$ cat config.mk
export PLATFORM = sky130hd
export DESIGN_NAME = ahb_master_flat
export DESIGN_NICKNAME = d
export VERILOG_FILES = /design/src/rtl/ahb_master_if.sv /design/src/rtl/ahb_master.sv /design/src/flat_wrapper.sv
export SDC_FILE = /design/constraint.sdc
export NUM_CORES = 1
export LEC_CHECK = 0
export BUFFER_PORTS_ARGS = -buffer_cell sky130_fd_sc_hd__buf_2
export CAP_MARGIN = 20
export CORE_MARGIN = 2
export CORE_UTILIZATION = 52
export DETAILED_ROUTE_END_ITERATION = 7
export PLACE_DENSITY = 0.87
export SLEW_MARGIN = 5
export SYNTH_ARGS = -nofsm -noshare
export SYNTH_HDL_FRONTEND = slang
export SYNTH_SLANG_ARGS = --single-unit
$ cat constraint.sdc
create_clock -name hclk -period 2.7 [get_ports hclk]
set_input_delay 0.54 -clock hclk [delete_from_list [all_inputs] [get_ports hclk]]
set_output_delay 0.54 -clock hclk [all_outputs]
set_load 0.01 [all_outputs]
$ cat src/rtl/ahb_master_if.sv
// ahb_master_if: command/response port and AHB-Lite master bus signals of ahb_master
interface ahb_master_if #(
  parameter int AWIDTH = 32,
  parameter int DWIDTH = 32
);
  logic              cmd_valid_i;
  logic              cmd_ready_o;
  logic              cmd_write_i;
  logic [2:0]        cmd_size_i;
  logic [AWIDTH-1:0] cmd_addr_i;
  logic [DWIDTH-1:0] cmd_wdata_i;
  logic              rsp_valid_o;
  logic              rsp_err_o;
  logic [DWIDTH-1:0] rsp_rdata_o;
  logic              busy_o;
  logic [AWIDTH-1:0] haddr_o;
  logic [1:0]        htrans_o;
  logic              hwrite_o;
  logic [2:0]        hsize_o;
  logic [2:0]        hburst_o;
  logic [DWIDTH-1:0] hwdata_o;
  logic              hready_i;
  logic              hresp_i;
  logic [DWIDTH-1:0] hrdata_i;
  modport master (
    input  cmd_valid_i, cmd_write_i, cmd_size_i, cmd_addr_i, cmd_wdata_i,
           hready_i, hresp_i, hrdata_i,
    output cmd_ready_o, rsp_valid_o, rsp_err_o, rsp_rdata_o, busy_o,
           haddr_o, htrans_o, hwrite_o, hsize_o, hburst_o, hwdata_o
  );
  modport slave (
    output cmd_valid_i, cmd_write_i, cmd_size_i, cmd_addr_i, cmd_wdata_i,
           hready_i, hresp_i, hrdata_i,
    input  cmd_ready_o, rsp_valid_o, rsp_err_o, rsp_rdata_o, busy_o,
           haddr_o, htrans_o, hwrite_o, hsize_o, hburst_o, hwdata_o
  );
endinterface

$ cat src/rtl/ahb_master.sv
// ahb_master: single-transfer AHB-Lite master with a pipelined address (A) and data (D) stage;
// one command per cycle with a zero-wait slave, responses in acceptance order.
module ahb_master #(
  parameter int AWIDTH = 32,
  parameter int DWIDTH = 32
) (
  input  logic         hclk,
  input  logic         hresetn,
  ahb_master_if.master bus
);
  localparam logic [1:0] IDLE   = 2'b00;
  localparam logic [1:0] NONSEQ = 2'b10;
  localparam logic [2:0] SINGLE = 3'b000;
  logic              a_valid, a_write;
  logic [AWIDTH-1:0] a_addr;
  logic [2:0]        a_size;
  logic [DWIDTH-1:0] a_wdata;
  logic              d_valid, d_write;
  logic [DWIDTH-1:0] d_wdata;
  logic              rsp_valid, rsp_err;
  logic [DWIDTH-1:0] rsp_rdata;
  logic              cmd_ready, accept, d_done;
  assign cmd_ready = !a_valid || bus.hready_i;
  assign accept    = bus.cmd_valid_i && cmd_ready;
  assign d_done    = d_valid && bus.hready_i;
  // A and D only advance on hready; a stalled A can still be filled when empty
  always_ff @(posedge hclk or negedge hresetn) begin
    if (!hresetn) begin
      a_valid   <= 1'b0;
      a_write   <= 1'b0;
      a_addr    <= '0;
      a_size    <= '0;
      a_wdata   <= '0;
      d_valid   <= 1'b0;
      d_write   <= 1'b0;
      d_wdata   <= '0;
      rsp_valid <= 1'b0;
      rsp_err   <= 1'b0;
      rsp_rdata <= '0;
    end else begin
      rsp_valid <= d_done;
      rsp_err   <= d_done && bus.hresp_i;
      rsp_rdata <= (d_done && !d_write && !bus.hresp_i) ? bus.hrdata_i : '0;
      if (bus.hready_i) begin
        d_valid <= a_valid;
        d_write <= a_write;
        d_wdata <= a_wdata;
      end
      if (accept) begin
        a_valid <= 1'b1;
        a_write <= bus.cmd_write_i;
        a_addr  <= bus.cmd_addr_i;
        a_size  <= bus.cmd_size_i;
        a_wdata <= bus.cmd_wdata_i;
      end else if (bus.hready_i) begin
        a_valid <= 1'b0;
      end
    end
  end
  assign bus.cmd_ready_o = cmd_ready;
  assign bus.htrans_o    = a_valid ? NONSEQ : IDLE;
  assign bus.haddr_o     = a_addr;
  assign bus.hwrite_o    = a_write;
  assign bus.hsize_o     = a_size;
  assign bus.hburst_o    = SINGLE;
  assign bus.hwdata_o    = d_valid ? d_wdata : '0;
  assign bus.rsp_valid_o = rsp_valid;
  assign bus.rsp_err_o   = rsp_err;
  assign bus.rsp_rdata_o = rsp_rdata;
  assign bus.busy_o      = a_valid || d_valid;
endmodule

$ cat src/flat_wrapper.sv
// flat-port wrapper written by rule: the top's interface ports become plain ports
module ahb_master_flat 
#(
  parameter int AWIDTH = 32,
  parameter int DWIDTH = 32
)
  (hclk, hresetn, bus_cmd_valid_i, bus_cmd_write_i, bus_cmd_size_i, bus_cmd_addr_i, bus_cmd_wdata_i, bus_hready_i, bus_hresp_i, bus_hrdata_i, bus_cmd_ready_o, bus_rsp_valid_o, bus_rsp_err_o, bus_rsp_rdata_o, bus_busy_o, bus_haddr_o, bus_htrans_o, bus_hwrite_o, bus_hsize_o, bus_hburst_o, bus_hwdata_o);
  ahb_master_if #(.AWIDTH(AWIDTH), .DWIDTH(DWIDTH)) bus_i ();
  input  logic hclk;
  input  logic hresetn;
  input wire logic [$bits(bus_i.cmd_valid_i)-1:0] bus_cmd_valid_i;
  input wire logic [$bits(bus_i.cmd_write_i)-1:0] bus_cmd_write_i;
  input wire logic [$bits(bus_i.cmd_size_i)-1:0] bus_cmd_size_i;
  input wire logic [$bits(bus_i.cmd_addr_i)-1:0] bus_cmd_addr_i;
  input wire logic [$bits(bus_i.cmd_wdata_i)-1:0] bus_cmd_wdata_i;
  input wire logic [$bits(bus_i.hready_i)-1:0] bus_hready_i;
  input wire logic [$bits(bus_i.hresp_i)-1:0] bus_hresp_i;
  input wire logic [$bits(bus_i.hrdata_i)-1:0] bus_hrdata_i;
  output wire logic [$bits(bus_i.cmd_ready_o)-1:0] bus_cmd_ready_o;
  output wire logic [$bits(bus_i.rsp_valid_o)-1:0] bus_rsp_valid_o;
  output wire logic [$bits(bus_i.rsp_err_o)-1:0] bus_rsp_err_o;
  output wire logic [$bits(bus_i.rsp_rdata_o)-1:0] bus_rsp_rdata_o;
  output wire logic [$bits(bus_i.busy_o)-1:0] bus_busy_o;
  output wire logic [$bits(bus_i.haddr_o)-1:0] bus_haddr_o;
  output wire logic [$bits(bus_i.htrans_o)-1:0] bus_htrans_o;
  output wire logic [$bits(bus_i.hwrite_o)-1:0] bus_hwrite_o;
  output wire logic [$bits(bus_i.hsize_o)-1:0] bus_hsize_o;
  output wire logic [$bits(bus_i.hburst_o)-1:0] bus_hburst_o;
  output wire logic [$bits(bus_i.hwdata_o)-1:0] bus_hwdata_o;
  assign bus_i.cmd_valid_i = bus_cmd_valid_i;
  assign bus_i.cmd_write_i = bus_cmd_write_i;
  assign bus_i.cmd_size_i = bus_cmd_size_i;
  assign bus_i.cmd_addr_i = bus_cmd_addr_i;
  assign bus_i.cmd_wdata_i = bus_cmd_wdata_i;
  assign bus_i.hready_i = bus_hready_i;
  assign bus_i.hresp_i = bus_hresp_i;
  assign bus_i.hrdata_i = bus_hrdata_i;
  assign bus_cmd_ready_o = bus_i.cmd_ready_o;
  assign bus_rsp_valid_o = bus_i.rsp_valid_o;
  assign bus_rsp_err_o = bus_i.rsp_err_o;
  assign bus_rsp_rdata_o = bus_i.rsp_rdata_o;
  assign bus_busy_o = bus_i.busy_o;
  assign bus_haddr_o = bus_i.haddr_o;
  assign bus_htrans_o = bus_i.htrans_o;
  assign bus_hwrite_o = bus_i.hwrite_o;
  assign bus_hsize_o = bus_i.hsize_o;
  assign bus_hburst_o = bus_i.hburst_o;
  assign bus_hwdata_o = bus_i.hwdata_o;
  ahb_master #(.AWIDTH(AWIDTH), .DWIDTH(DWIDTH)) u_core (.hclk(hclk), .hresetn(hresetn), .bus(bus_i));
endmodule
==> qor.yml, run 1 <==
detailed_routing:
  drtAntennaViolNets: 0
  vias_per_cell: 4.90
  drt_wl_total_um: 12000
  drc: 0
  drt_pass1_iterations: 4
  drtIter0Drc: 106
  wire_per_inst_um: 17.2
  vias: 3404
grt:
  grt_start_max_net_pins: 61
  antenna_found_initial: 0
  grt_pass1_wl_um: 19000
  grtUsageTotal_pct: 22.8
  gr-total-overflow: 0
  grt_pass1_vias: 3819
cts:
  clock-sinks: 137
  cts_buffer_depth: 2
  cts_resized: 0
  cts-root-buf: "clkbuf_8"
  cts_setup_buffers: 0
  clk-insertion-delay-late_ps: 500
  cts_tree: "done"
  htreeDepth: 4
  cts_hold_buf: 0
  cts_made_buffers: 17
  clk_pin_slew_ps: 50
setup_path:
  critical-path-top-delay-family: "flip-flops"
  slowest_stage: "dfrtp_1"
  path_cells: "and2_1 > buf_2"
  max_stage_delay_ps: 990
  crit_fanout: 36
  critPathLaunchType: "register"
  worst-path-buf-inv: 1
  cp.required_ps: 2160
  arrival_ps: 1900
  endpoint_kind: "output port"
  path_class: "register to output port"
logic_synthesis:
  synth_area_um2: 5250
  synth_warnings: 0
  synth_cell_types: 15
  synth-seq-cells: 137
  synth_seq_area_share_pct: 65.3
  postSynthCellCount: 333
  avgSynthCellArea_um2: 15.8
timing:
  skew_ps: 5.88
  rsz0062_at_grt: "no"
  maxSlewHeadroom_pct: 33.5
  setup_viol: 0
  tightest_slew_ps: 997
  drv_slew: 0
  finalHoldViolations: 0
  fin_crit_sh_pct: 90.5
  min_period_ps: 2440
  fmax_mhz: 409
  final.setup.tns_ps: 0
floorplanning:
  die_height_um: 104
  die-area_um2: 10900
  initial_utilization_pct: 53.7
  io_pins: 214
  core_area_um2: 9770
  die-width_um: 104
  rows: 36
final_layout:
  diodes: 0
  fillCellCount: 676
  stdcell_count: 695
  synthToLayoutAreaGrowth_pct: 33.2
  nNetsFinal: 654
  utilization_pct: 71.6
  drive_gt1_share_pct: 62.1
place:
  placed_cells: 663
  portBuffers: 209
  hpwlAfterDp_um: 8330
  place_congestion: 0.761
hold_path:
  hold_path.class: "primary input to asynchronous set/reset pin"
pwr:
  power_density_nw_per_um2: 796
  swShare_pct: 24.0
  p_leak_uw: 0.00361
  intPower_uw: 4230
  netSwitchingPower_uw: 1340
  irDropWorstVdd_uv: 437
  seq_power_share_pct: 44.5
  comb_power_share_pct: 15.6
  pwr-share-clk_pct: 39.9
job:
  drv_cap: 0
status:
  status: "finished clean"
==> cell type report <==
cell class	instances	area, um^2	share of cell area [%]
clock buffers	23	447	6.39
multi-input cells	177	1700	24.3
repair buffers	216	1130	16.2
flip-flops and latches	137	3430	49.0
clock inverters	9	123	1.75
well taps	133	166	2.38
==> worst reg2reg max path: stages (launching register included) <==
cell and delay, ps:
dfrtp_1 990, and2_1 260, nor3b_2 170, buf_4 280
and2_1 190
==> power groups by stage <==
stage / Clock (uW) / Combinational [uW] / Sequential (uW)
3_5_place_dp: 0 / 875 / 2510
3_3_place_gp: 0 / 847 / 2480
5_1_grt: 2370 / 938 / 2510
4_1_cts: 2270 / 882 / 2470
2_1_floorplan: 0 / 468 / 2510
6_report: 2220 / 867 / 2480
==> path summary, 6_finish.rpt <==
check                              startpoint                         end  slack [ps]  depth (start not counted)
max in group asynchronous             hresetn      u_core.bus.haddr_o[21]        1930                          2
setup reg to reg               u_core.d_valid  u_core.bus.rsp_rdata_o[23]         730                          4
hold / removal                        hresetn          u_core.d_wdata[11]           3                          1
hold reg to reg            u_core.a_wdata[10]          u_core.d_wdata[10]         500                          1
min in group hclk             bus_hrdata_i[4]   u_core.bus.rsp_rdata_o[4]         240                          2
setup / recovery               u_core.d_valid             bus_hwdata_o[5]         260                          2
==> placed cells by master, fill, tap and decap left out, drive strengths merged <==
cell / netlist / final
buf: 16 / 216
dfrtp: 137 / 137
mux2: 102 / 102
and2: 65 / 65
clkbuf: 6 / 23
clkinv: 0 / 5
conb: 1 / 4
bufinv: 0 / 3
nand2b: 2 / 2
nor3b: 1 / 1
or2: 1 / 1
and3: 1 / 1
nand2: 1 / 1
clkinvlp: 0 / 1
==> cell families (layout without fill, tap and decap cells) <==
logic type / count (synthesis) / count (layout) / share of synthesized area [%]
other: 1 / 4 / 0.0714
DFF: 137 / 137 / 65.3
and+or+nand+nor: 71 / 71 / 8.72
muxes: 102 / 102 / 23.3
buffers and inverters: 22 / 248 / 2.60
==> cells in the mapped netlist, drive strengths merged <==
cell | n | area (um^2)
or2 | 1 | 6.26
and3 | 1 | 6.26
dfrtp | 137 | 3430
and2 | 65 | 407
conb | 1 | 3.75
mux2 | 102 | 1220
buf | 16 | 114
clkbuf | 6 | 22.5
nor3b | 1 | 12.5
nand2 | 1 | 6.26
nand2b | 2 | 20.0
==> flip-flops by register name, summed over array words and instances, names as in the netlist, 3 cells and up <==
signal / cells
u_core.d_wdata: 32
u_core.bus.haddr_o: 32
u_core.bus.rsp_rdata_o: 32
u_core.a_wdata: 32
u_core.bus.hsize_o: 3
==> per-layer routing <==
metal	up-vias	wire length (um)	track usage [%]
met5	-	0	0
met4	0	237	9.56
li1	1536	-	-
met1	1691	4540	24.8
met3	19	938	8.08
met2	158	6240	40.0
==> through the flow <==
| step | hold slack (ps) | setup slack [ps] | cell area (um^2) | total power, uW |
|---|---|---|---|---|
| after floorplan | 244 | 1030 | 5260 | 2970 |
| after global placement | 482 | 778 | 6430 | 3330 |
| after detailed placement | 488 | 694 | 6430 | 3380 |
| after CTS | 2.68 | 236 | 7000 | 5630 |
| after global routing | 18.9 | 106 | 7000 | 5810 |
| final | 2.91 | 256 | 7000 | 5570 |
Power figures use the tool's default switching activity.
==> inputs of run 2 (changes only) <==
--- a/config.mk
+++ b/config.mk
@@ -5,12 +5,12 @@
 export SDC_FILE = /design/constraint.sdc
 export NUM_CORES = 1
 export LEC_CHECK = 0
+export ABC_AREA = 1
 export BUFFER_PORTS_ARGS = -buffer_cell sky130_fd_sc_hd__buf_2
 export CAP_MARGIN = 20
-export CORE_MARGIN = 2
 export CORE_UTILIZATION = 52
 export DETAILED_ROUTE_END_ITERATION = 7
-export PLACE_DENSITY = 0.87
+export PLACE_DENSITY = 0.85
 export SLEW_MARGIN = 5
 export SYNTH_ARGS = -nofsm -noshare
 export SYNTH_HDL_FRONTEND = slang
==> run 2 against run 1 <==
Die area decreased by 0.67%. Sequential share of layout area decreased by 0.66 points. Synthesized cell count increased by 87%. Wire length increased by 6.2%. Combinational power decreased by 16%. Area after synthesis increased by 3.3%. Worst setup slack improved by 170 ps. First-iteration DRC count increased by 57%. Non-clock buffer count unchanged. Critical endpoint is now bus_hwdata_o[27]. Largest power group unchanged.
==> qor.yml, run 2 <==
cts:
  cts_made_buffers: 17
  clock-sinks: 137
  cts_buffer_depth: 2
  cts_setup_buffers: 0
  cts_hold_buf: 0
  cts_tree: "done"
  cts_resized: 0
  clk_pin_slew_ps: 60
  htreeDepth: 4
  clk-insertion-delay-late_ps: 510
  cts-root-buf: "clkbuf_8"
timing:
  fin_crit_sh_pct: 84.0
  rsz0062_at_grt: "no"
  finalHoldViolations: 0
  tightest_slew_ps: 990
  skew_ps: 11.5
  fmax_mhz: 441
  final.setup.tns_ps: 0
  drv_slew: 0
  maxSlewHeadroom_pct: 33.9
  setup_viol: 0
  min_period_ps: 2270
final_layout:
  stdcell_count: 966
  nNetsFinal: 926
  diodes: 0
  final_common_cell: "nand2_1"
  synthToLayoutAreaGrowth_pct: 30.7
  fillCellCount: 784
  multi_input_area_um2: 1540
  layout_common_cells: "nand2_1 (273), buf_2 (208), dfrtp_1 (137)"
  drive_gt1_share_pct: 30.0
  regArea_um2: 3430
floorplanning:
  rows: 36
  die_height_um: 104
  die-area_um2: 10800
  die-width_um: 104
  core_area_um2: 9950
  initial_utilization_pct: 54.5
  io_pins: 214
logic_synthesis:
  synthMuxAreaShare_pct: 0
  synth_xor_area_share_pct: 0
  yosysMostFrequentCell: "nand2_1"
  synth_area_leader_cell: "dfrtp_1"
  synth_seq_area_share_pct: 63.2
  avgSynthCellArea_um2: 8.69
  ys_top_cells_by_area: "dfrtp_1 (63%), nand2_1 (19%), nand3_1 (6.3%), inv_1 (4.6%), nor2_1 (2.4%)"
  synth_fa_ha_area_share_pct: 0
  postSynthCellCount: 624
  synthArstFlopShare_pct: 100
  synthTopCellsByCount: "nand2_1 (273), dfrtp_1 (137), nand3_1 (68)"
  synth-seq-cells: 137
  synth_area_um2: 5420
  synthSimpleGateAreaFrac_pct: 28.1
  synth_cell_types: 13
  synth_ff_type: "dfrtp_1"
  synth-edff-count: 0
  synth-compound-area-share_pct: 0
  synth_top_family_by_area: "simple AND/OR/NAND/NOR gates"
  synth_warnings: 0
  synth_top_area_share_pct: 63.2
hold_path:
  hold_path.class: "primary input to asynchronous set/reset pin"
job:
  drv_cap: 0
pwr:
  p_leak_uw: 0.00448
  power_density_nw_per_um2: 760
  irDropWorstVdd_uv: 377
detailed_routing:
  drtIter0Drc: 166
  vias_per_cell: 4.72
  drt_pass1_iterations: 5
  vias: 4562
  drt_wl_total_um: 12700
  drc: 0
  drtAntennaViolNets: 0
  wire_per_inst_um: 13.1
setup_path:
  critPathLaunchType: "register"
  reg2reg_depth: 4
  crit_fanout: 20
  setup.worst_path.start: "u_core.d_valid"
  slowest_stage: "dfrtp_1"
  cp.required_ps: 2160
  r2r-start: "u_core.d_valid"
  endpoint_kind: "output port"
  reg2reg_slack_ps: 750
  path_cells: "buf_4 > nand2_1 > inv_1 > buf_2"
  arrival_ps: 1730
  max_stage_delay_ps: 670
  path_class: "register to output port"
  critPathCapture: "bus_hwdata_o[27]"
  r2r-end: "u_core.bus.rsp_rdata_o[25]"
grt:
  grt_pass1_wl_um: 20900
  antenna_found_initial: 1
  grt_start_max_net_pins: 70
  gr-total-overflow: 0
  grtUsageTotal_pct: 24.6
  grt_pass1_vias: 4527
place:
  portBuffers: 209
  placed_cells: 935
  hpwlAfterDp_um: 8830
  place_congestion: 0.809
status:
  status: "finished clean"
==> run 2: cells by family (layout without fill, tap and decap cells) <==
logic type | count (synthesis) | after routing
flip-flops | 137 | 137
AND/OR/NAND/NOR | 378 | 378
other | 1 | 4
buffers and inverters | 108 | 314
==> run 2: routing by layer <==
metal  share of wire, %  up-vias  track usage (%)
li1                   -     2243                -
met1                 40     2107             28.2
met2                 51      190             42.5
met3                7.2       20             8.08
met4                1.9        2             9.59
met5              0.079        -                0
==> run 2: critical path: cells and delay by family (launching register included) <==
| kind | cells | cell delay, ps |
|---|---|---|
| flops | 1 | 670 |
| buf+inv | 3 | 470 |
| simple gates | 1 | 70 |
==> run 2: through the flow <==
stage	power (uW)	util [%]	setup WS [ps]	cell area (um^2)	hold slack, ps
floorplan	2840	-	1150	5440	244
detailed placement	3190	65.3	530	6500	454
finish	5390	71.2	431	7090	2.20
CTS	5430	71.2	381	7090	12.1
global route	5640	71.2	243	7090	38.1
global placement	3150	65.3	608	6500	449
==> run 2: worst min path at each step <==
stage | start | endpoint | slack, ps
floorplan | hresetn | u_core.a_valid | 240
global placement | u_core.bus.haddr_o[18] | u_core.bus.haddr_o[18] | 450
detailed placement | u_core.bus.haddr_o[2] | u_core.bus.haddr_o[2] | 450
CTS | hresetn | u_core.bus.rsp_rdata_o[18] | 10
global route | hresetn | u_core.bus.rsp_rdata_o[18] | 40
finish | hresetn | u_core.bus.rsp_rdata_o[20] | 2
==> run 2: layout make-up <==
class | instances | share of cell area (%)
inverters | 67 | 3.58
clock buffers | 22 | 6.67
flip-flops and latches | 137 | 48.4
well taps | 133 | 2.35
multi-input cells | 382 | 21.7
repair buffers | 216 | 15.8
clock inverters | 9 | 1.62
==> run 2: report_power, final <==
part           leakage (uW)  switching, uW  internal, uW  total [uW]
combinational       0.00246            442           287         728
sequential          0.00174            137          2290        2420
clock              0.000272            827          1410        2240
total               0.00448           1410          3980        5390
==> inputs of run 3 (changes only) <==
--- a/config.mk
+++ b/config.mk
@@ -5,12 +5,12 @@
 export SDC_FILE = /design/constraint.sdc
 export NUM_CORES = 1
 export LEC_CHECK = 0
-export ABC_AREA = 1
+export ABC_AREA = 0
 export BUFFER_PORTS_ARGS = -buffer_cell sky130_fd_sc_hd__buf_2
 export CAP_MARGIN = 20
-export CORE_UTILIZATION = 52
+export CORE_UTILIZATION = 48
 export DETAILED_ROUTE_END_ITERATION = 7
-export PLACE_DENSITY = 0.85
+export PLACE_DENSITY = 0.8
 export SLEW_MARGIN = 5
 export SYNTH_ARGS = -nofsm -noshare
 export SYNTH_HDL_FRONTEND = slang
==> constraint.sdc (replaced) <==
create_clock -name hclk -period 2.15 [get_ports hclk]
set_input_delay 0.43 -clock hclk [delete_from_list [all_inputs] [get_ports hclk]]
set_output_delay 0.43 -clock hclk [all_outputs]
set_load 0.01 [all_outputs]
==> run 3 against run 2 <==
Register-to-register slack worse by 110 ps. Sequential power increased by 28%. Sequential cell count did not move. Critical endpoint is now bus_hwdata_o[1]. Largest power group unchanged.
==> qor.yml, run 3 (synthesis results as in run 1) <==
status:
  status: "finished clean"
timing:
  worst_slack_ps: 130
  rsz0062_at_grt: "no"
  fmax_mhz: 495
  tightest_slew_ps: 510
  finalHoldViolations: 0
  drv_slew: 0
  min_period_ps: 2020
  setup_viol: 0
  maxSlewHeadroom_pct: 66.0
  final.setup.tns_ps: 0
  skew_ps: 6.62
  fin_crit_sh_pct: 94.0
detailed_routing:
  drtAntennaViolNets: 0
  vias: 3336
  wire_per_inst_um: 16.2
  drtIter0Drc: 87
  vias_per_cell: 4.77
  drt_pass1_iterations: 4
  drt_wl_total_um: 11300
  drc: 0
floorplanning:
  rows: 37
  die-area_um2: 11400
  die-width_um: 107
  io_pins: 214
  initial_utilization_pct: 50.2
  core_area_um2: 10500
  die_height_um: 107
cts:
  cts_tree: "done"
  cts-root-buf: "clkbuf_8"
  clk_pin_slew_ps: 50
  htreeDepth: 4
  clk-insertion-delay-late_ps: 520
  cts_made_buffers: 17
  cts_buffer_depth: 2
  cts_setup_buffers: 0
  clock-sinks: 137
pwr:
  p_leak_uw: 0.00361
  irDropWorstVdd_uv: 670
  power_density_nw_per_um2: 951
final_layout:
  drive_gt1_share_pct: 62.2
  layout_common_cells: "buf_2 (208), dfrtp_1 (136), mux2_2 (82)"
  final_common_cell: "buf_2"
  synthToLayoutAreaGrowth_pct: 33.1
  nNetsFinal: 658
setup_path:
  path_class: "register to output port"
  crit_fanout: 21
  reg2reg_depth: 4
  endpoint_kind: "output port"
  cp.required_ps: 1720
  critPathLaunchType: "register"
  arrival_ps: 1590
grt:
  grt_pass1_wl_um: 18200
  grt_start_max_net_pins: 55
  grt_pass1_vias: 3681
  antenna_found_initial: 1
  grtUsageTotal_pct: 21.7
  gr-total-overflow: 0
place:
  place_congestion: 0.738
  place_ws_ps: 465
  hpwlAfterDp_um: 8070
  portBuffers: 209
hold_path:
  min_path_cells: 2
  hold_path.class: "primary input to register"
job:
  drv_cap: 0
run 3: worst max-delay path: stages, from the launching register on:
cell	delay (ps)
dfrtp_2	550
buf_4	240
and2_1	160
buf_2	130
run 3: per-stage QoR:
stage                     util [%]  cell area [um^2]  power [uW]  instances  hold slack (ps)
after floorplan                  -              5260        3730        336              134
after global placement        61.9              6480        4200        669              416
after detailed placement      61.9              6480        4250        669              419
after CTS                     66.7              6980        6740        699             79.1
after global routing          66.7              6980        6960        699             93.6
final                         66.8              6990        6640        700              116
run 3: final timing paths:
path / start / end / slack [ps]
worst max-delay path: u_core.d_valid / bus_hwdata_o[1] / 130
worst min-delay path: bus_hrdata_i[23] / u_core.bus.rsp_rdata_o[23] / 120
worst max register to register: u_core.a_valid / u_core.bus.haddr_o[21] / 640
worst min register to register: u_core.bus.haddr_o[19] / u_core.bus.haddr_o[19] / 500
max in group asynchronous: hresetn / u_core.bus.haddr_o[15] / 1100
min in group asynchronous: hresetn / u_core.d_wdata[17] / 450
run 3: final cells by class:
type	instances	area, um^2
Multi-Input combinational cell	177	1700
Tap cell	136	170
Timing Repair Buffer	220	1190
Clock inverter	4	20.0
Clock buffer	25	474
Sequential cell	137	3430
Fill cell	798	3480
Antenna cell	1	2.50
run 3: where the power goes:
| group | leakage [uW] | switching, uW | internal (uW) | total [uW] |
|---|---|---|---|---|
| registers | 0.00167 | 179 | 2920 | 3100 |
| clock network | 0.000247 | 960 | 1480 | 2440 |
| logic | 0.00169 | 483 | 619 | 1100 |
| total | 0.00361 | 1620 | 5020 | 6640 |
run 3: routing by layer:
layer / routed length (um) / up-vias / part of all wire (%) / GRT usage, %
met5: 0 / - / 0 / 0
met4: 191 / 0 / 1.7 / 9.20
met3: 927 / 17 / 8.2 / 9.06
met2: 5920 / 133 / 52 / 36.9
met1: 4280 / 1646 / 38 / 23.8
li1: - / 1540 / - / -
run 3: what timing repair did:
| item | CTS | global route |
|---|---|---|
| endpoints found under the hold margin | 52 | 0 |
| hold buffers | 1 | 0 |
| resized for setup | 1 | 0 |
| setup endpoints to repair | 16 | 0 |
